`src/rtl/buffer_pkg.sv`:
```
// Shared defaults and helpers for the buffer scheduler family.
package buffer_pkg;

   localparam int DEFAULT_NUM_REQ      = 4;
   localparam int DEFAULT_BUFFER_WIDTH = 16;
   localparam int DEFAULT_BUFFER_DEPTH = 8;
   localparam int OCC_W                = $clog2(DEFAULT_BUFFER_DEPTH + 1);
   localparam int MAX_REQ              = 8;

   // Callers narrow the result to their own requester count.
   function automatic logic [MAX_REQ-1:0] onehot(input logic [2:0] idx);
      logic [MAX_REQ-1:0] v;
      v      = 8'b0000_0000;
      v[idx] = 1'b1;
      return v;
   endfunction

endpackage

```
`src/rtl/buffer_rr_scheduler_arbiter.sv`:
```
// Combinational rotating-priority search: first eligible index at or after rr_ptr wins.
module rr_arbiter #(
   parameter int N     = 4,
   parameter int IDX_W = 2
) (
   input  logic [N-1:0]     eligible,
   input  logic [IDX_W-1:0] rr_ptr,
   output logic [IDX_W-1:0] winner,
   output logic             any_hit
);

   // Scan offsets from farthest to nearest so the nearest hit overwrites the rest.
   always_comb begin
      logic [IDX_W-1:0] idx;
      winner  = {IDX_W{1'b0}};
      any_hit = |eligible;
      idx     = {IDX_W{1'b0}};
      for (int k = N - 1; k >= 0; k--) begin
         idx    = IDX_W'((int'(rr_ptr) + k) % N);
         winner = eligible[idx] ? idx : winner;
      end
   end

endmodule

```
`src/rtl/buffer_rr_scheduler_chk.sv`:
```
// Simulation checks on occupancy bookkeeping of the scheduler.
module buffer_rr_scheduler_chk #(
   parameter int BUFFER_DEPTH = 8,
   parameter int CNT_W        = 4
) (
   input logic             clock,
   input logic             reset,
   input logic [CNT_W-1:0] occupancy,
   input logic             accept,
   input logic             buf_pull
);

   a_no_overflow: assert property (@(posedge clock) disable iff (!reset)
      occupancy <= CNT_W'(BUFFER_DEPTH));

   a_no_underflow: assert property (@(posedge clock) disable iff (!reset)
      buf_pull |-> (occupancy != {CNT_W{1'b0}}));

   a_no_push_full: assert property (@(posedge clock) disable iff (!reset)
      accept |-> (occupancy < CNT_W'(BUFFER_DEPTH)));

endmodule

```
`src/rtl/buffer_rr_scheduler.sv`:
```
// Round-robin push arbitration and valid/ready drain for one shared FIFO buffer.
module buffer_rr_scheduler
   import buffer_pkg::*;
#(
   parameter int NUM_REQ      = DEFAULT_NUM_REQ,
   parameter int BUFFER_WIDTH = DEFAULT_BUFFER_WIDTH,
   parameter int BUFFER_DEPTH = DEFAULT_BUFFER_DEPTH
) (
   input  logic                                 clock,
   input  logic                                 reset,
   input  logic [NUM_REQ-1:0]                   req,
   input  logic [NUM_REQ*BUFFER_WIDTH-1:0]      req_data,
   output logic [NUM_REQ-1:0]                   gnt,
   output logic                                 buf_push,
   output logic [BUFFER_WIDTH-1:0]              buf_tail,
   output logic                                 buf_pull,
   input  logic [BUFFER_WIDTH-1:0]              buf_head,
   output logic                                 out_valid,
   input  logic                                 out_ready,
   output logic [BUFFER_WIDTH-1:0]              out_data,
   output logic [$clog2(BUFFER_DEPTH+1)-1:0]    occupancy,
   output logic                                 full,
   output logic                                 empty
);

   localparam int IDX_W = (NUM_REQ > 1) ? $clog2(NUM_REQ) : 1;
   localparam int CNT_W = $clog2(BUFFER_DEPTH + 1);

   logic [NUM_REQ-1:0] eligible;
   logic [IDX_W-1:0]   rr_ptr;
   logic [IDX_W-1:0]   winner;
   logic               any_hit;
   logic               accept;
   logic [CNT_W-1:0]   valid_count;

   // Masking the just-granted requester prevents a held request being taken twice.
   assign eligible = req & ~gnt;

   rr_arbiter #(.N(NUM_REQ), .IDX_W(IDX_W)) u_arb (
      .eligible (eligible),
      .rr_ptr   (rr_ptr),
      .winner   (winner),
      .any_hit  (any_hit)
   );

   // A same-cycle pull deliberately does not free space for acceptance.
   assign accept      = any_hit & (occupancy < CNT_W'(BUFFER_DEPTH));
   assign valid_count = occupancy - CNT_W'(buf_push);
   assign out_valid   = (valid_count != {CNT_W{1'b0}});
   assign buf_pull    = out_valid & out_ready;
   assign out_data    = buf_head;
   assign full        = (occupancy == CNT_W'(BUFFER_DEPTH));
   assign empty       = (occupancy == {CNT_W{1'b0}});

   // Grant, push strobe, tail word, pointer and occupancy registers.
   always_ff @(posedge clock or negedge reset) begin
      if (!reset) begin
         gnt       <= {NUM_REQ{1'b0}};
         buf_push  <= 1'b0;
         buf_tail  <= {BUFFER_WIDTH{1'b0}};
         rr_ptr    <= {IDX_W{1'b0}};
         occupancy <= {CNT_W{1'b0}};
      end else begin
         if (accept) begin
            gnt      <= NUM_REQ'(onehot(3'(winner)));
            buf_push <= 1'b1;
            buf_tail <= req_data[int'(winner)*BUFFER_WIDTH +: BUFFER_WIDTH];
            rr_ptr   <= (winner == IDX_W'(NUM_REQ - 1)) ? {IDX_W{1'b0}} : winner + IDX_W'(1);
         end else begin
            gnt      <= {NUM_REQ{1'b0}};
            buf_push <= 1'b0;
         end
         occupancy <= occupancy + CNT_W'(accept) - CNT_W'(buf_pull);
      end
   end

   buffer_rr_scheduler_chk #(.BUFFER_DEPTH(BUFFER_DEPTH), .CNT_W(CNT_W)) u_chk (
      .clock     (clock),
      .reset     (reset),
      .occupancy (occupancy),
      .accept    (accept),
      .buf_pull  (buf_pull)
   );

endmodule
```
`config.mk`:
```
export PLATFORM = sky130hd
export DESIGN_NAME = buffer_rr_scheduler
export DESIGN_NICKNAME = d
export VERILOG_FILES = /design/src/rtl/buffer_pkg.sv /design/src/rtl/buffer_rr_scheduler_arbiter.sv /design/src/rtl/buffer_rr_scheduler_chk.sv /design/src/rtl/buffer_rr_scheduler.sv
export SDC_FILE = /design/constraint.sdc
export NUM_CORES = 1
export LEC_CHECK = 0
export ABC_AREA = 1
export BUFFER_PORTS_ARGS = -buffer_cell sky130_fd_sc_hd__clkbuf_2
export CAP_MARGIN = 10
export CORE_ASPECT_RATIO = 0.7
export CORE_MARGIN = 10
export CORE_UTILIZATION = 46
export DETAILED_ROUTE_END_ITERATION = 7
export GPL_TIMING_DRIVEN = 0
export PLACE_DENSITY_LB_ADDON = 0.15
export SYNTH_ARGS = -nofsm -noshare
export SYNTH_HDL_FRONTEND = slang
export SYNTH_SLANG_ARGS = --single-unit
```
`constraint.sdc`:
```
create_clock -name clock -period 3 [get_ports clock]
set_input_delay 0.15 -clock clock [delete_from_list [all_inputs] [get_ports clock]]
set_output_delay 0.15 -clock clock [all_outputs]
set_load 0.01 [all_outputs]
```
==> impl_metrics.yaml <==
pwr:
  internal_power_mw: 1.741
  peakVddDrop_v: 0.0004793
  power-per-cell-area_nw_per_um2: 1183
  p_comb_share_pct: 76.3
  pwr-share-seq_pct: 18.4
  leakagePower_nw: 2.088
  p_switching_mw: 2.016
  clock_power_share_pct: 5.3
  p_sw_share_pct: 53.65
timing:
  max_freq_mhz: 410.1
  finalMaxSlewViolations: 0
  hold_viol_final: 0
  setup_ws_ps: 561.4
  rsz0062_at_grt: "false"
  worst_pin_slew_ps: 666.1
  fin_skew_ps: 1.554
  min_period_ps: 2439
  fin_crit_sh_pct: 81.29
  max_slew_margin_pct: 55.60
  holdWs_ps: 254.0
  finalSetupViolations: 0
  fin_tns_setup_ps: 0
placed_design:
  port-buffer-count: 115
  place_ws_ps: 521.2
  place.detailed.hpwl_um: 6130
  gp_congestion: 0.8686
  dp.cells: 569
synthesis:
  ys_ff_latch: 27
  synth_common_cells: "nand2_1, inv_1, nand3_1"
  yosysMostFrequentCell: "nand2_1"
  yosysWarnings: 0
  async_flop_share_pct: 100.0
  syn-num-nets: 483
  syn_avg_cell_area_um2: 6.430
  syn_inst: 382
  synth_area_um2: 2456
  synthTopCellsByArea: "dfrtp_1, nand2_1, inv_1, nand3_1, ha_1"
  synth-seq-area-share_pct: 27.51
  yosysTopAreaCellShare_pct: 27.51
  post-synth-top-area-cell: "dfrtp_1"
  synth-edff-count: 0
  synth_cell_types: 29
  synth_flop_cell: "dfrtp_1"
layout:
  final_nets: 604
  area_growth_syn_to_layout_pct: 29.34
  final_cells: 574
  post-route-util_pct: 61.06
  antenna_cells: 0
  nFillCells: 534
  layout-drive-gt1-share_pct: 32.27
global_route:
  grt_use_total_pct: 16.00
  grt.overflow.total: 0
  grt_start_max_net_pins: 28
  antenna_found_initial: 0
  grt_pass1_wl_um: 11620
  grt_pass1_vias: 2614
drt:
  routedWlPerCell_um: 12.33
  antenna_left: 0
  dr_total_vias: 2629
  vias_per_cell: 4.580
  firstDrtPassIters: 4
  drc: 0
  wl_um: 7077
  initialDrtViolationCount: 98
worst_hold_path:
  min-delay-start: "req_data[34]"
  holdPathStages: 7
  hp-class: "input port to flop"
worst_setup_path:
  crit_start: "gnt[3]"
  worstSetupPathType: "flop to flop"
  path_delay_family: "compound AO/OA/AOI/OAI gates"
  path_max_fanout: 10
  r2r-start: "gnt[3]"
  critPathSlowestCell: "clkbuf_1"
  path_buf_inv: 3
  critPathCaptureType: "flop"
  crit_arrival_ps: 2640
  worst-path-stages: 11
  cpPeakStageDelay_ps: 400
  required_ps: 3200
  crit_path_start_kind: "flop"
  path_cells: "inv_1 -> o2bb2ai_1 -> o21ai_0 -> clkbuf_1 -> ha_1 -> inv_1 -> ha_1 -> a21oi_1 -> nor2_1 -> nor2_1 -> xor2_1"
  rr_worst_depth: 11
floorplanning:
  rows: 22
  die_w_um: 107.3
  initial_core_util_pct: 47.21
  fp.coreArea_um2: 5202
  io_pins: 132
  dieArea_um2: 8709
  die_y_um: 81.14
cts:
  clkLatencyLatePin_ps: 270
  ctsLongestPathBuffers: 2
  cts.sinks: 27
  clkTransAtPathRegs_ps: 80
  cts_tree: "yes"
  cts_made_buffers: 3
  clockRootBuffer: "clkbuf_8"
  htreeDepth: 1
status:
  outcome: "completed"
job:
  cap_violations: 0
-- final cells by class --
| type | count | area [um^2] | share of cell area [%] |
|---|---|---|---|
| multi-input cells | 236 | 1234 | 38.83 |
| flip-flops and latches | 27 | 675.6 | 21.27 |
| repair buffers | 116 | 585.6 | 18.43 |
| inverters | 88 | 332.8 | 10.48 |
| plain buffers | 31 | 214.0 | 6.735 |
| well taps | 72 | 90.09 | 2.836 |
| clock buffers | 4 | 45.04 | 1.418 |
-- final timing paths --
| path | slack [ps] | to |
|---|---|---|
| min in group asynchronous | 440 | buf_tail[11] |
| hold reg to reg | 490 | buf_tail[6] |
| max in group asynchronous | 2130 | occupancy[2] |
| hold / removal | 250 | buf_tail[2] |
| setup / recovery | 560 | occupancy[3] |
| setup reg to reg | 560 | occupancy[3] |
-- stage by stage --
step | total power, mW | area (um^2)
floorplan | 2.809 | 2456
finish | 3.757 | 3177
CTS | 3.806 | 3177
global placement | 3.507 | 3122
global route | 4.230 | 3177
detailed placement | 3.593 | 3122
-- kinds of logic after synthesis --
group                      after synthesis  share of synthesized area (%)
buffers and inverters                  119                          22.26
DFF                                     27                          27.51
xor gates and xnor gates                 3                          1.070
adders and majority gates               14                          7.438
and+or+nand+nor                        207                          38.31
AOI/OAI and AO/OA                       12                          3.414
-- per-layer routing --
metal | vias up | wire length [um] | track usage (%)
li1 | 1370 | - | -
met1 | 1178 | 2946 | 18.49
met2 | 74 | 3476 | 28.77
met3 | 7 | 585 | 5.534
met4 | 0 | 70 | 2.394
met5 | - | 0 | 0
-- state kept, by name (all words and copies together), names as in the netlist --
register / count
buf_push: 1
rr_ptr: 2
occupancy: 4
buf_tail: 16
gnt: 4
-- power groups by stage --
stage / combinational (mW) / sequential [mW] / clock, mW
floorplan: 2.07 / 0.743 / 0
global placement: 2.81 / 0.696 / 0
detailed placement: 2.90 / 0.695 / 0
CTS: 2.91 / 0.692 / 0.208
global route: 3.29 / 0.717 / 0.224
finish: 2.87 / 0.691 / 0.201
-- timing repair --
action	4_1_cts	5_1_grt
hold buffers	1	0
setup endpoints to repair	0	0
gates resized for setup	0	0
endpoints found under the hold margin	27	0
buffers inserted	0	0
-- worst min-delay path: stages --
cell	delay [ps]
clkbuf_2	70
inv_1	30
nand2_1	50
nand3_1	60
nand2_1	50
nand2_1	40
nand2_1	40
-- layout by cell type (no fill, tap or decap), types with 2 or more instances in the layout --
cell / instances
nor2_1: 12
xor2_1: 2
inv_1: 83
clkbuf_2: 115
nand3_1: 58
buf_2: 6
inv_2: 3
buf_4: 18
nand3b_1: 3
ha_1: 13
clkbuf_1: 5
dfrtp_1: 27
clkbuf_8: 3
o21ai_0: 3
buf_6: 3
nor3b_1: 2
nand2_1: 120
a21oi_1: 3
nand3_2: 10
Note: power is estimated with default switching activity, not from simulation.
